**src/rtl/mc_sequencer_if.sv**
```systemverilog
// Instruction/data memory request-ready handshake between the sequencer and memories.
interface mc_sequencer_if;
    logic imem_req;
    logic imem_ready;
    logic dmem_req;
    logic dmem_we;
    logic dmem_ready;

    modport master (
        output imem_req,
        output dmem_req,
        output dmem_we,
        input  imem_ready,
        input  dmem_ready
    );

    modport slave (
        input  imem_req,
        input  dmem_req,
        input  dmem_we,
        output imem_ready,
        output dmem_ready
    );
endinterface

```
**src/rtl/mc_sequencer.sv**
```systemverilog
// Multi-cycle RV32I control FSM: FETCH/DECODE/EXEC/MEM/WB with trap on illegal,
// ECALL/EBREAK and memory timeout.
module mc_sequencer #(
    parameter int unsigned TIMEOUT = 16,
    parameter int unsigned CNT_W   = 32
) (
    input  logic               clk,
    input  logic               reset,
    mc_sequencer_if.master     bus,
    input  logic [6:0]         opcode,
    input  logic [2:0]         funct3,
    input  logic               branch_taken,
    output logic               ir_we,
    output logic               rf_we,
    output logic               pc_we,
    output logic [1:0]         pc_sel,
    output logic [2:0]         state,
    output logic               halted,
    output logic [1:0]         trap_cause,
    output logic [CNT_W-1:0]   instret
);

    localparam int unsigned WAIT_W = (TIMEOUT > 1) ? $clog2(TIMEOUT) : 1;

    typedef enum logic [2:0] {
        S_FETCH  = 3'd0,
        S_DECODE = 3'd1,
        S_EXEC   = 3'd2,
        S_MEM    = 3'd3,
        S_WB     = 3'd4,
        S_TRAP   = 3'd5
    } state_t;

    typedef enum logic [2:0] {
        C_ALU    = 3'd0,
        C_JAL    = 3'd1,
        C_JALR   = 3'd2,
        C_LOAD   = 3'd3,
        C_STORE  = 3'd4,
        C_BRANCH = 3'd5,
        C_FENCE  = 3'd6
    } class_t;

    state_t              cur_state;
    state_t              nxt_state;
    class_t              cls_q;
    class_t              cls_d;
    class_t              dec_cls;
    logic [1:0]          dec_cause;
    logic [1:0]          cause_d;
    logic [WAIT_W-1:0]   wait_cnt;
    logic [WAIT_W-1:0]   wait_d;
    logic                wait_expire;

    assign state       = cur_state;
    assign halted      = (cur_state == S_TRAP);
    assign wait_expire = (TIMEOUT != 0) && (wait_cnt == WAIT_W'(TIMEOUT - 1));

    // State register plus the side registers that move with it.
    always_ff @(posedge clk) begin
        if (reset) begin
            cur_state  <= S_FETCH;
            cls_q      <= C_ALU;
            wait_cnt   <= '0;
            trap_cause <= 2'd0;
            instret    <= '0;
        end else begin
            cur_state  <= nxt_state;
            cls_q      <= cls_d;
            wait_cnt   <= wait_d;
            trap_cause <= cause_d;
            if (pc_we) begin
                instret <= instret + CNT_W'(1);
            end
        end
    end

    // Instruction classification; nonzero dec_cause means the instruction traps.
    always_comb begin
        dec_cls   = C_ALU;
        dec_cause = 2'd0;
        case (opcode)
            7'b0110011, 7'b0010011, 7'b0110111, 7'b0010111: dec_cls = C_ALU;
            7'b0001111: dec_cls = C_FENCE;
            7'b1101111: dec_cls = C_JAL;
            7'b1100111: begin
                if (funct3 == 3'b000) dec_cls = C_JALR;
                else                  dec_cause = 2'd1;
            end
            7'b0000011: begin
                if (funct3 inside {3'b000, 3'b001, 3'b010, 3'b100, 3'b101}) dec_cls = C_LOAD;
                else dec_cause = 2'd1;
            end
            7'b0100011: begin
                if (funct3 inside {3'b000, 3'b001, 3'b010}) dec_cls = C_STORE;
                else dec_cause = 2'd1;
            end
            7'b1100011: begin
                if (funct3 inside {3'b010, 3'b011}) dec_cause = 2'd1;
                else                                dec_cls = C_BRANCH;
            end
            7'b1110011: dec_cause = 2'd2;
            default:    dec_cause = 2'd1;
        endcase
    end

    // Next-state logic.
    always_comb begin
        nxt_state = cur_state;
        cls_d     = cls_q;
        cause_d   = trap_cause;
        wait_d    = '0;
        case (cur_state)
            S_FETCH: begin
                if (bus.imem_ready) begin
                    nxt_state = S_DECODE;
                end else if (wait_expire) begin
                    nxt_state = S_TRAP;
                    cause_d   = 2'd3;
                end else begin
                    wait_d = wait_cnt + WAIT_W'(1);
                end
            end
            S_DECODE: begin
                if (dec_cause != 2'd0) begin
                    nxt_state = S_TRAP;
                    cause_d   = dec_cause;
                end else begin
                    nxt_state = S_EXEC;
                    cls_d     = dec_cls;
                end
            end
            S_EXEC: begin
                case (cls_q)
                    C_LOAD, C_STORE:  nxt_state = S_MEM;
                    C_BRANCH, C_FENCE: nxt_state = S_FETCH;
                    default:          nxt_state = S_WB;
                endcase
            end
            S_MEM: begin
                if (bus.dmem_ready) begin
                    nxt_state = (cls_q == C_LOAD) ? S_WB : S_FETCH;
                end else if (wait_expire) begin
                    nxt_state = S_TRAP;
                    cause_d   = 2'd3;
                end else begin
                    wait_d = wait_cnt + WAIT_W'(1);
                end
            end
            S_WB:    nxt_state = S_FETCH;
            S_TRAP:  nxt_state = S_TRAP;
            default: nxt_state = S_TRAP;
        endcase
    end

    // Strobes: combinational from state/class/ready, held low during reset and in TRAP.
    always_comb begin
        bus.imem_req = 1'b0;
        bus.dmem_req = 1'b0;
        bus.dmem_we  = 1'b0;
        ir_we        = 1'b0;
        rf_we        = 1'b0;
        pc_we        = 1'b0;
        pc_sel       = 2'b00;
        if (!reset) begin
            case (cur_state)
                S_FETCH: begin
                    bus.imem_req = 1'b1;
                    ir_we        = bus.imem_ready;
                end
                S_EXEC: begin
                    if (cls_q == C_BRANCH) begin
                        pc_we  = 1'b1;
                        pc_sel = branch_taken ? 2'b01 : 2'b00;
                    end else if (cls_q == C_FENCE) begin
                        pc_we = 1'b1;
                    end
                end
                S_MEM: begin
                    bus.dmem_req = 1'b1;
                    bus.dmem_we  = (cls_q == C_STORE);
                    pc_we        = (cls_q == C_STORE) && bus.dmem_ready;
                end
                S_WB: begin
                    rf_we  = 1'b1;
                    pc_we  = 1'b1;
                    pc_sel = (cls_q == C_JAL)  ? 2'b01 :
                             (cls_q == C_JALR) ? 2'b10 : 2'b00;
                end
                default: ;
            endcase
        end
    end

endmodule

```
**src/flat_wrapper.sv**
```systemverilog
// flat-port wrapper written by rule: the top's interface ports become plain ports
module mc_sequencer_flat 
#(
    parameter int unsigned TIMEOUT = 16,
    parameter int unsigned CNT_W   = 32
)
  (clk, reset, opcode, funct3, branch_taken, ir_we, rf_we, pc_we, pc_sel, state, halted, trap_cause, instret, bus_imem_req, bus_dmem_req, bus_dmem_we, bus_imem_ready, bus_dmem_ready);
  mc_sequencer_if bus_i ();
  input  logic clk;
  input  logic reset;
  input  logic [6:0] opcode;
  input  logic [2:0] funct3;
  input  logic branch_taken;
  output logic ir_we;
  output logic rf_we;
  output logic pc_we;
  output logic [1:0] pc_sel;
  output logic [2:0] state;
  output logic halted;
  output logic [1:0] trap_cause;
  output logic [CNT_W-1:0] instret;
  output wire logic [$bits(bus_i.imem_req)-1:0] bus_imem_req;
  output wire logic [$bits(bus_i.dmem_req)-1:0] bus_dmem_req;
  output wire logic [$bits(bus_i.dmem_we)-1:0] bus_dmem_we;
  input wire logic [$bits(bus_i.imem_ready)-1:0] bus_imem_ready;
  input wire logic [$bits(bus_i.dmem_ready)-1:0] bus_dmem_ready;
  assign bus_imem_req = bus_i.imem_req;
  assign bus_dmem_req = bus_i.dmem_req;
  assign bus_dmem_we = bus_i.dmem_we;
  assign bus_i.imem_ready = bus_imem_ready;
  assign bus_i.dmem_ready = bus_dmem_ready;
  mc_sequencer #(.TIMEOUT(TIMEOUT), .CNT_W(CNT_W)) u_core (.clk(clk), .reset(reset), .bus(bus_i), .opcode(opcode), .funct3(funct3), .branch_taken(branch_taken), .ir_we(ir_we), .rf_we(rf_we), .pc_we(pc_we), .pc_sel(pc_sel), .state(state), .halted(halted), .trap_cause(trap_cause), .instret(instret));
endmodule
```
**config.mk**
```make
export PLATFORM = sky130hd
export DESIGN_NAME = mc_sequencer_flat
export DESIGN_NICKNAME = d
export VERILOG_FILES = /design/src/rtl/mc_sequencer_if.sv /design/src/rtl/mc_sequencer.sv /design/src/flat_wrapper.sv
export SDC_FILE = /design/constraint.sdc
export NUM_CORES = 1
export LEC_CHECK = 0
export ABC_CLOCK_PERIOD_IN_PS = 2000
export BUFFER_PORTS_ARGS = -buffer_cell sky130_fd_sc_hd__buf_2
export CORE_MARGIN = 2
export CORE_UTILIZATION = 48
export CTS_CLUSTER_DIAMETER = 30
export DETAILED_ROUTE_END_ITERATION = 12
export PLACE_DENSITY = 0.84
export SETUP_SLACK_MARGIN = 0.2
export SLEW_MARGIN = 20
export SYNTH_ARGS = -nofsm -noshare
export SYNTH_HDL_FRONTEND = slang
export SYNTH_SLANG_ARGS = --single-unit
```
**constraint.sdc**
```tcl
create_clock -name clk -period 2 [get_ports clk]
set_input_delay 0.3 -clock clk [delete_from_list [all_inputs] [get_ports clk]]
set_output_delay 0.3 -clock clk [all_outputs]
set_load 0.01 [all_outputs]
```
==> metrics <==
outcome=finished clean; Rel. slew slack=0.611; clock transition at the registers of the reported paths=approximately 0.080 ns; Final min period=1.96 ns; DR vias=around 2800; DRC viols=0; fill count=about 360; grt ovf=0; placed instance area=between 3000 and 4000 µm²; unrepaired setup endpoints after global routing=yes; dpl ws=0.0700 ns; Async SR Flop Fraction=0; io pins=61; global placer's final weighted congestion=approximately 0.9; Hold/Removal Path Class=input pin to flop; Detailed Place HPWL=roughly 4.7 mm; Critical Path End=pc_we; die area=5870 µm²; total wire length=between 7 and 8 mm; final hold violations=0; Clock Latency Late Sink=about 0.31 ns; # setup viols final=0; First-pass DRT Iterations=5; FF-to-FF setup slack=approximately 0.09 ns; CP startpoint=u_core.state[0]; initial DRC count=between 200 and 300; clock skew=between 0.01 and 0.015 ns; total power=around 1.9 mW; Mean Syn Cell Area=7.89 µm²; WP data arrival=between 1.5 and 2 ns; WL/cell=roughly 16 µm; largest net degree at the start of global routing=26; Mapped Cells=roughly 320; Final TNS setup=0 ns; num rows=26; Pins Over Slew Limit=0; Chip Width=roughly 77 µm; Starting Density=0.496; hold_ws=approximately 0.29 ns; period utilization=0.978; htree depth=2; synthesized area=approximately 2500 µm²; Antenna Cells=0; CP Depth=6; area added between synthesis and finish=44.3%; Finished Cell Area=approximately 3700 µm²; sequential fraction of the synthesis area=0.348; vias in the first global route=between 2000 and 2500; Post-synth EDFFs=0; Netlist cell types=50; nets@finish=between 400 and 500; peak supply drop=about 0.00035 V; Max Freq=approximately 510 MHz; most frequent cells in the layout=buf_2 (60), nor2_1 (48), buf_4 (31), xnor2_1 (25); CP endpoint kind=primary output; Worst path max stage delay=0.37 ns; post-synthesis register bit count=44; post-synth top area cell=dfxtp_1; critical-path cell list=nand2b_4 > o32ai_4 > buf_6 > nor2_4 > nor2_2 > buf_2; synth warn=0; die height=76.6 µm; CTS Buf Count=5; first-pass GRT wire length=around 11 mm; actual slew at the worst max-slew pin=0.581 ns; share of layout cells above drive strength 1=0.431; clk sinks=44; Final Worst Setup Slack=~0.044 ns; critical path class=flop to primary output; FF-to-FF End=u_core.instret[5]; ys flop type=dfxtp_1; WP buf/inv=2; slowest stage cell, crit path=dfxtp_4; Crit path max-delay family=flip-flops; Critical Path Start Type=flop; Max Cap Viol=0; quantity of hold-fixing buffers added after cts=0; Post-DRT Antenna Nets=0; clock buffer depth=2; top cells by area, synth=dfxtp_1 (35%), xnor2_1 (8.6%), nor2_1 (7.6%); CORE AREA=5110 µm²; initial antenna violation count=0; syn_nets=338; GRT Util Overall=0.234; CP required=about 1.7 ns; leakage=approximately 1.6 nW; RR Startpoint=u_core.cls_q[1]; Pwr Density=about 520 nW/µm²; CTS tree=built; crit-path max FO=4; most common cell after layout, fill and taps aside=buf_2; Port Buffers=60; Worst Reg-to-Reg Cells=9; Synth top area share=0.348; vias per inst=approximately 5.8; root buffer cell=clkbuf_8
## where the power goes
| part | leakage (nW) | internal, mW | switching (mW) |
|---|---|---|---|
| Sequential | 0.367 | 0.887 | 0.0181 |
| Clock | 0.0614 | 0.408 | 0.313 |
| Combinational | 1.14 | 0.118 | 0.154 |
| Total | 1.57 | 1.41 | 0.485 |
## metal layers
metal  global-route usage  vias to the layer above  share of wire
li1                     -                     1309              -
met1                0.300                     1323           0.41
met2                0.391                      126           0.49
met3               0.0379                       35          0.060
met4               0.0945                        0          0.037
met5                    0                        -              0
## worst min path at each step
stage / end / cells after the start / slack (ns) / start
global placement: u_core.wait_cnt[0] / 1 / 0.44 / u_core.wait_cnt[0]
floorplan: u_core.wait_cnt[0] / 1 / 0.43 / u_core.wait_cnt[0]
finish: u_core.cls_q[2] / 3 / 0.29 / opcode[0]
global route: u_core.cls_q[1] / 3 / 0.31 / opcode[0]
detailed placement: u_core.wait_cnt[0] / 1 / 0.46 / u_core.wait_cnt[0]
CTS: u_core.cls_q[2] / 3 / 0.30 / opcode[0]
## timing repair
| item | CTS | global route |
|---|---|---|
| resized for setup | 11 | 65 |
| endpoints found under the setup margin | 19 | 36 |
| buffers inserted | 0 | 18 |
| pin swaps | 2 | 15 |
## sequential cells by signal (all words and copies together), names as in the netlist
name,flops
u_core.cls_q,3
u_core.state,3
u_core.instret,32
u_core.trap_cause,2
u_core.wait_cnt,4
## tightest hold or removal path, cell delays in order
cell     delay (ns)
buf_2          0.11
nand4_1        0.07
mux2i_1        0.07
## cell type report
cell class / instances / area (µm²) / share of cell area
clock buffer: 6 / 82.6 / 0.0226
clock inverter: 2 / 38.8 / 0.0106
inverter: 13 / 48.8 / 0.0134
multi-input combinational: 245 / 1830 / 0.500
sequential: 44 / 921 / 0.252
tap: 70 / 87.6 / 0.0240
timing repair buffer: 101 / 649 / 0.178
## metrics by stage
stage / utilization / cells
after global placement: 0.608 / 455
after detailed placement: 0.608 / 455
after global routing: 0.715 / 481
after floorplan: - / 321
after CTS: 0.641 / 463
final: 0.715 / 481
## cell families (layout without fill, tap and decap cells)
| family | after synthesis | after routing | share of synthesized area |
|---|---|---|---|
| compound gates | 46 | 46 | 0.130 |
| xor+xnor | 31 | 31 | 0.107 |
| fa+ha+maj | 2 | 2 | 0.00988 |
| buf+inv | 32 | 122 | 0.0553 |
| flops | 44 | 44 | 0.348 |
| mux | 5 | 5 | 0.0198 |
| simple gates | 161 | 161 | 0.330 |
## synthesized netlist by cell type, types with 2 or more instances
cell and n:
a211o_1 2, a21oi_1 10, a31oi_1 3, and2_1 4, and3_1 7, and4_1 4
buf_6 2, clkbuf_1 15, dfxtp_1 44, ha_1 2, inv_1 12, mux2i_1 5
nand2_1 24, nand2b_1 8, nand3_1 16, nand4_1 7, nor2_1 51, nor3_1 15
nor4_1 9, nor4_2 5, o21a_1 2, o21ai_0 10, o22ai_1 2, o311a_1 2
o32ai_1 2, or3_1 4, or4_1 2, xnor2_1 25, xor2_1 6
(Power assumes the default switching activity.)
